===== src/rtl/adder_arbiter.sv =====
// -----------------------------------------------------------------------------
// adder_arbiter
//   Round-robin scheduler in front of one shared registered adder. One operand
//   pair is accepted at a time from N_REQ requesters over a valid/ready
//   handshake. The operands are driven to the adder with a one-cycle load
//   enable. The registered sum is captured and returned, tagged with the
//   requester index, over a valid/ready response channel.
//
// Ports:
//   clk        system clock, rising edge
//   rst        asynchronous active-high reset
//   req_valid  [N_REQ]     per-requester request valid
//   req_ready  [N_REQ]     per-requester accept (one-hot or zero, IDLE only)
//   req_a      [N_REQ*W]   packed operand A, requester i at [i*W +: W]
//   req_b      [N_REQ*W]   packed operand B, same packing
//   add_a      [W]         operand A to the shared adder (registered)
//   add_b      [W]         operand B to the shared adder (registered)
//   add_en     1           adder load enable (registered, one cycle)
//   add_sum    [W+1]       registered sum returned by the adder
//   rsp_valid  1           result valid
//   rsp_ready  1           result consumer ready
//   rsp_sum    [W+1]       result
//   rsp_id     [IDW]       requester index owning rsp_sum
// -----------------------------------------------------------------------------
module adder_arbiter #(
    parameter int N_REQ = 4,
    parameter int W     = 4,
    parameter int IDW   = 2
) (
    input  logic               clk,
    input  logic               rst,
    input  logic [N_REQ-1:0]   req_valid,
    output logic [N_REQ-1:0]   req_ready,
    input  logic [N_REQ*W-1:0] req_a,
    input  logic [N_REQ*W-1:0] req_b,
    output logic [W-1:0]       add_a,
    output logic [W-1:0]       add_b,
    output logic               add_en,
    input  logic [W:0]         add_sum,
    output logic               rsp_valid,
    input  logic               rsp_ready,
    output logic [W:0]         rsp_sum,
    output logic [IDW-1:0]     rsp_id
);

    typedef enum logic [1:0] {
        ST_IDLE    = 2'd0,
        ST_ISSUE   = 2'd1,
        ST_CAPTURE = 2'd2,
        ST_RESP    = 2'd3
    } state_e;

    state_e             state_q;
    state_e             state_d;
    logic [IDW-1:0]     last_gnt_q;
    logic [IDW-1:0]     gnt_id_q;
    logic [W-1:0]       add_a_q;
    logic [W-1:0]       add_b_q;
    logic               add_en_q;
    logic               rsp_valid_q;
    logic [W:0]         rsp_sum_q;
    logic [IDW-1:0]     rsp_id_q;

    logic               win_found_s;
    logic [IDW-1:0]     win_id_s;
    logic               accept_s;
    logic [N_REQ-1:0]   req_ready_s;
    logic [W-1:0]       win_a_s;
    logic [W-1:0]       win_b_s;

    // Round-robin search: start one past the last winner, first valid wins.
    always_comb begin
        logic [IDW-1:0] cand_v;
        cand_v      = '0;
        win_found_s = 1'b0;
        win_id_s    = '0;
        for (int k = 1; k <= N_REQ; k++) begin
            cand_v = IDW'((int'(last_gnt_q) + k) % N_REQ);
            if (!win_found_s && req_valid[cand_v]) begin
                win_found_s = 1'b1;
                win_id_s    = cand_v;
            end else begin
                win_found_s = win_found_s;
                win_id_s    = win_id_s;
            end
        end
    end

    // Operand mux for the current grant winner.
    always_comb begin
        win_a_s = req_a[int'(win_id_s)*W +: W];
        win_b_s = req_b[int'(win_id_s)*W +: W];
    end

    // Next-state logic; an accept can only happen in IDLE.
    always_comb begin
        state_d  = state_q;
        accept_s = 1'b0;
        case (state_q)
            ST_IDLE: begin
                if (win_found_s) begin
                    state_d  = ST_ISSUE;
                    accept_s = 1'b1;
                end else begin
                    state_d  = ST_IDLE;
                end
            end
            ST_ISSUE:   state_d = ST_CAPTURE;
            ST_CAPTURE: state_d = ST_RESP;
            ST_RESP: begin
                if (rsp_valid_q && rsp_ready) begin
                    state_d = ST_IDLE;
                end else begin
                    state_d = ST_RESP;
                end
            end
            default: state_d = ST_IDLE;
        endcase
    end

    // Combinational accept, held low while reset is asserted.
    always_comb begin
        req_ready_s = '0;
        if (accept_s && !rst) begin
            req_ready_s = {{(N_REQ-1){1'b0}}, 1'b1} << win_id_s;
        end else begin
            req_ready_s = '0;
        end
    end

    // State register plus registered strobes derived from the next state.
    always_ff @(posedge clk or posedge rst) begin
        if (rst) begin
            state_q     <= ST_IDLE;
            add_en_q    <= 1'b0;
            rsp_valid_q <= 1'b0;
        end else begin
            state_q     <= state_d;
            add_en_q    <= (state_d == ST_ISSUE);
            rsp_valid_q <= (state_d == ST_RESP);
        end
    end

    // Grant bookkeeping and operand registers, loaded on accept only.
    // last_gnt resets to N_REQ-1 so requester 0 is searched first.
    always_ff @(posedge clk or posedge rst) begin
        if (rst) begin
            last_gnt_q <= IDW'(N_REQ - 1);
            gnt_id_q   <= '0;
            add_a_q    <= '0;
            add_b_q    <= '0;
        end else if (accept_s) begin
            last_gnt_q <= win_id_s;
            gnt_id_q   <= win_id_s;
            add_a_q    <= win_a_s;
            add_b_q    <= win_b_s;
        end
    end

    // Response capture: the adder sum is valid during CAPTURE.
    always_ff @(posedge clk or posedge rst) begin
        if (rst) begin
            rsp_sum_q <= '0;
            rsp_id_q  <= '0;
        end else if (state_q == ST_CAPTURE) begin
            rsp_sum_q <= add_sum;
            rsp_id_q  <= gnt_id_q;
        end
    end

    assign req_ready = req_ready_s;
    assign add_a     = add_a_q;
    assign add_b     = add_b_q;
    assign add_en    = add_en_q;
    assign rsp_valid = rsp_valid_q;
    assign rsp_sum   = rsp_sum_q;
    assign rsp_id    = rsp_id_q;

endmodule


===== config.mk =====
export PLATFORM = sky130hd
export DESIGN_NAME = adder_arbiter
export DESIGN_NICKNAME = d
export VERILOG_FILES = /design/src/rtl/adder_arbiter.sv
export SDC_FILE = /design/constraint.sdc
export NUM_CORES = 1
export LEC_CHECK = 0
export ABC_AREA = 1
export CORE_ASPECT_RATIO = 0.6
export CORE_MARGIN = 4
export CORE_UTILIZATION = 38
export DETAILED_ROUTE_END_ITERATION = 8
export MAX_ROUTING_LAYER = met4
export PLACE_DENSITY = 0.78
export SYNTH_ARGS = -nofsm -noshare
export SYNTH_HDL_FRONTEND = slang
export SYNTH_SLANG_ARGS = --single-unit

===== constraint.sdc =====
create_clock -name clk -period 1.9 [get_ports clk]
set_input_delay 0.38 -clock clk [delete_from_list [all_inputs] [get_ports clk]]
set_output_delay 0.38 -clock clk [all_outputs]
set_load 0.05 [all_outputs]

# After elaboration in Yosys (flattened, before gate mapping)
# Cells that the tools add are included.
# op_classes
n_addsub	4
order_cmp	4
n_eq_ne	5
shifts	3
muxes	22
reduce_logical	10
# ops
op	n
$shiftx 16x5->4	2
$lt 2x3->1 const B	4
$mux 1	11
$mux 2	5
$bmux 1 s2	4
$pmux 2 s4	1
$eq 2x2->1 const B	3
$logic_and 1x1->1	5
$add 2x1->2 const B	2
$add 2x2->2 const B	2
$eq 2x1->1 const B	2
$logic_not 1->1	4
$mux 4	1
$shl 1x2->4 const A	1
$logic_not 2->1	1
# word_totals
register_bits	23
input_bits	44
output_inout_bits	21
word_cells	57

# Logic depth before layout (Yosys ltp)
# logic_depth
depth_word	17
depth_mapped	17
depth_no_buf	15

# Worst setup path before layout
# No wires, ideal clock.
# synth_timing
kind	reg2out
start	register last_gnt_q[1]
end	output req_ready[0]
arrival_time_ns	2.641
required_ns	1.520
path_slack_ns	-1.121
stages_incl_launch_ff	13
path_buffers	2
path_cell_list	dfstp_2 buf_2 nand2_1 nand2_2 nand2_2 nand2_4 nor2_1 nor2_1 nand2_4 nand2_8 buf_12 inv_2 nor3_1
# synth_between
elab_chain_len	17
word_cells_on_any_way	31
classes_between	add/sub: 4; shift: 1; mux: 19; reduce/logical: 7
# synth_lines
element	line	rtl
start: declaration	55	logic [IDW-1:0] last_gnt_q;
start signal: assignment	148	last_gnt_q <= IDW'(N_REQ - 1);
start signal: assignment	153	last_gnt_q <= win_id_s;
$add 2x1->2	78	cand_v = IDW'((int'(last_gnt_q) + k) % N_REQ);
$bmux 1 s2	79	if (!win_found_s && req_valid[cand_v]) begin
$mux 1 (implied by the code)	79	
$mux 1	79	
$logic_not 1->1	79	
$logic_and 1x1->1	79	
$mux 1	79	
$logic_not 1->1	79	
$logic_and 1x1->1	79	
$mux 1	79	
$logic_not 1->1	79	
$logic_and 1x1->1	79	
$mux 1	79	
$mux 1	101	if (win_found_s) begin
$mux 1	99	case (state_q)
$logic_and 1x1->1	124	if (accept_s && !rst) begin
$mux 4 (*)	124	
end: declaration	33	output logic [N_REQ-1:0] req_ready,
# Mark *: on every way between the ends. The rest lies on a longest branch, timed or not. The select of a mux whose other input is x is not followed.

# Worst setup path in the final report
# layout_timing
start	register last_gnt_q[0]
end	output req_ready[0]
# The elaborated chain is that of the path after synthesis.

==> results.sh <==
export IMPL_outcome="finished, violations left"
export IMPL_violations="setup timing"
export IMPL_dp_hpwl_mm=3.288
export IMPL_die_x_um=89.25
export IMPL_worst_ir_drop_vdd_v=0.001178
export IMPL_clkTransAtPathRegs_ns=0.07
export IMPL_grt_overflow=0
export IMPL_dieArea_um2=5065
export IMPL_largest_net_degree_at_the_start_of_global_routing=24
export IMPL_placement_cell_area_um2=2371
export IMPL_detail_route_antenna_nets=0
export IMPL_global_routing_usage_summed_across_all_routing_layers=0.1771
export IMPL_cell_with_the_most_instances_after_synthesis="sky130_fd_sc_hd__nand2_1"
export IMPL_cap_viol_max_count=0
export IMPL_synth_top_cells_by_count="sky130_fd_sc_hd__nand2_1 (104), sky130_fd_sc_hd__dfrtp_1 (21), sky130_fd_sc_hd__nand3_1 (20), sky130_fd_sc_hd__nand2_2 (15), sky130_fd_sc_hd__inv_1 (10)"
export IMPL_ys_warnings_count=0
export IMPL_finalInstanceArea_um2=2520
export IMPL_post_route_cells_drive_above_1_share=0.2987
export IMPL_power_leakage_nw=1.266
export IMPL_antennaDiodeCount=0
export IMPL_met3RoutedLength_um=249
export IMPL_path_type_of_the_worst_min_delay_path="reg2reg"
export IMPL_design_core_area_um2=3744
export IMPL_first_pass_iters=5
export IMPL_routed_via_density=4.600
export IMPL_cts_buffers=3
export IMPL_max_slew_margin_rel=0.6518
export IMPL_synthesis_instances=212
export IMPL_floorplan_initialDensity=0.4021
export IMPL_final_min_period_over_clock_period=1.329
export IMPL_grt_first_pass_wirelength_mm=6.913
export IMPL_grt_antenna_before_repair=0
export IMPL_final_critical_path_setup_slack_ns=-0.6252
export IMPL_clk_insertion_delay_late_ns=0.26
export IMPL_clock_skew_ns=0.001191
export IMPL_p_per_area_nw_per_um2=2167
export IMPL_tritoncts_clock_tree="built"
export IMPL_io_buffer_count=64
export IMPL_detail_route_drc_violations=0
export IMPL_route_met2_wl_mm=1.859
export IMPL_synthesis_area_um2=1505
export IMPL_num_io_pins=65
export IMPL_area_delta_synth_final_pct=67.41
export IMPL_gp_congestion=0.7838
export IMPL_synth_seq_cells=23
export IMPL_die_height_um=56.75
export IMPL_routedLengthMet1_mm=1.984
export IMPL_clk_path_buf_depth=2
export IMPL_yosysUniqueCellTypes=23
export IMPL_finalSetupViolCount=12
export IMPL_synth_yosys_seq_area_share=0.3840
export IMPL_timing_worst_setup_path_type="reg2out"
export IMPL_first_iter_violations=67
export IMPL_ctsRootBufferMaster="sky130_fd_sc_hd__clkbuf_8"
export IMPL_timing_setup_tns_ns=-4.064
export IMPL_detail_route_wirelength_mm=4.111
export IMPL_end_kind="output pin"
export IMPL_critical_path_startpoint_type="flip-flop"
export IMPL_clock_fmax_mhz=396.0
export IMPL_synth_area_top_cells="sky130_fd_sc_hd__dfrtp_1 (35%), sky130_fd_sc_hd__nand2_1 (26%), sky130_fd_sc_hd__nand3_1 (6.7%)"
export IMPL_asyncSetResetFlopFracSynth=1.000
export IMPL_std_cell_rows=17
export IMPL_synth_enable_flop_cells=0
export IMPL_wl_per_cell_um=11.92
export IMPL_finalHoldViolations=0
export IMPL_num_vias=1587
export IMPL_post_synth_top_area_cell="sky130_fd_sc_hd__dfrtp_1"
export IMPL_vias_in_the_first_global_route=1577
export IMPL_path_max_fanout=7
export IMPL_htree_num_levels=1
export IMPL_cp_required_ns=1.52
export IMPL_rsz0062_at_grt="yes"
export IMPL_nNetsFinal=343
export IMPL_final_period_minus_worst_setup_slack_ns=2.525
export IMPL_synthesis_area_per_instance_um2=7.100
export IMPL_yosysTopAreaCellShare=0.3491
export IMPL_ys_flop_type="sky130_fd_sc_hd__dfrtp_1"
export IMPL_worst_slew_pin_transition_ns=0.5206
export IMPL_maxSlewViolCount=0
export IMPL_synthesis_nets=256
export IMPL_top_layer="met4"
export IMPL_critPathArrivalTime_ns=2.15
export IMPL_clock_sink_count=23
cell type report:
cell class	instances	area [um^2]
Inverter	15	66.31
Fill cell	330	1224
Multi-Input combinational cell	168	917.1
Sequential cell	23	578.1
Clock buffer	4	45.04
Tap cell	47	58.81
Timing Repair Buffer	88	854.6
cell usage in the layout (no fill, tap or decap), drive strengths merged:
cell type,count
nand2,122
nand3b,1
o21a,1
o21ai,8
a21oi,1
buf,35
nor2,3
dfrtp,21
clkbuf,4
clkdlybuf4s50,53
dfstp,2
nand4,1
mux2,5
inv,15
nand3,22
nor3,4
timing repair:
item                                    CTS  global route
hold buffers                              0             0
endpoints found under the setup margin   12            16
buffers inserted                          5             2
resized for setup                        12             6
pin swaps                                13             4
worst paths after layout:
kind / to / slack [ns] / cells after the start / startpoint
worst max register to register: add_b[0]$_DFFE_PP0P_ / -0.24 / 16 / last_gnt_q[0]$_DFFE_PP1P_
worst min register to register: add_a[0]$_DFFE_PP0P_ / 0.49 / 2 / add_a[0]$_DFFE_PP0P_
max in group asynchronous: last_gnt_q[0]$_DFFE_PP1P_ / 1.07 / 3 / rst
min in group asynchronous: add_a[2]$_DFFE_PP0P_ / 0.55 / 3 / rst
worst min-delay path: add_a[0]$_DFFE_PP0P_ / 0.49 / 2 / add_a[0]$_DFFE_PP0P_
worst max-delay path: req_ready[0] / -0.63 / 12 / last_gnt_q[0]$_DFFE_PP1P_
critical path: stages (launching register included):
cell and delay, ns:
sky130_fd_sc_hd__dfstp_2 0.61, sky130_fd_sc_hd__inv_4 0.08, sky130_fd_sc_hd__nand2_2 0.06, sky130_fd_sc_hd__nand2_2 0.08
sky130_fd_sc_hd__nand2_2 0.09, sky130_fd_sc_hd__nand2_4 0.08, sky130_fd_sc_hd__buf_6 0.12, sky130_fd_sc_hd__a21oi_2 0.11
sky130_fd_sc_hd__nand2_2 0.11, sky130_fd_sc_hd__nand2_8 0.11, sky130_fd_sc_hd__inv_8 0.04, sky130_fd_sc_hd__nor3_4 0.21
sky130_fd_sc_hd__buf_12 0.17
sequential cells by signal (all words and copies together), names as in the netlist:
name,flops
add_b,4
add_en,1
gnt_id_q,2
rsp_sum,5
rsp_valid,1
rsp_id,2
add_a,4
last_gnt_q,2
state_q,2
kinds of logic after synthesis:
logic type      synth area share
compound gates           0.03740
flops                     0.3840
simple gates              0.4705
mux                      0.03740
buf+inv                  0.07066
power breakdown:
group          switching (W)  internal [W]
combinational        0.00261       0.00166
clock               0.000146      0.000150
sequential          0.000148      0.000741
through the flow:
stage	hold WS, ns	total power (W)	util	setup WS (ns)	cells
2_1_floorplan	0.3966	0.003787	-	-0.4894	212
3_3_place_gp	0.4692	0.004808	0.6334	-0.5715	334
3_5_place_dp	0.4774	0.004867	0.6334	-0.6317	334
4_1_cts	0.4967	0.005411	0.6658	-0.6409	343
5_1_grt	0.5115	0.005951	0.6731	-0.7338	345
6_report	0.4922	0.005460	0.6731	-0.6252	345
routing by layer:
layer | global-route usage | vias to the layer above
met2 | 0.2676 | 41
met4 | 0.01911 | 0
met1 | 0.2426 | 705
met5 | - | -
met3 | 0.05279 | 3
li1 | - | 838
(Power assumes the default switching activity.)
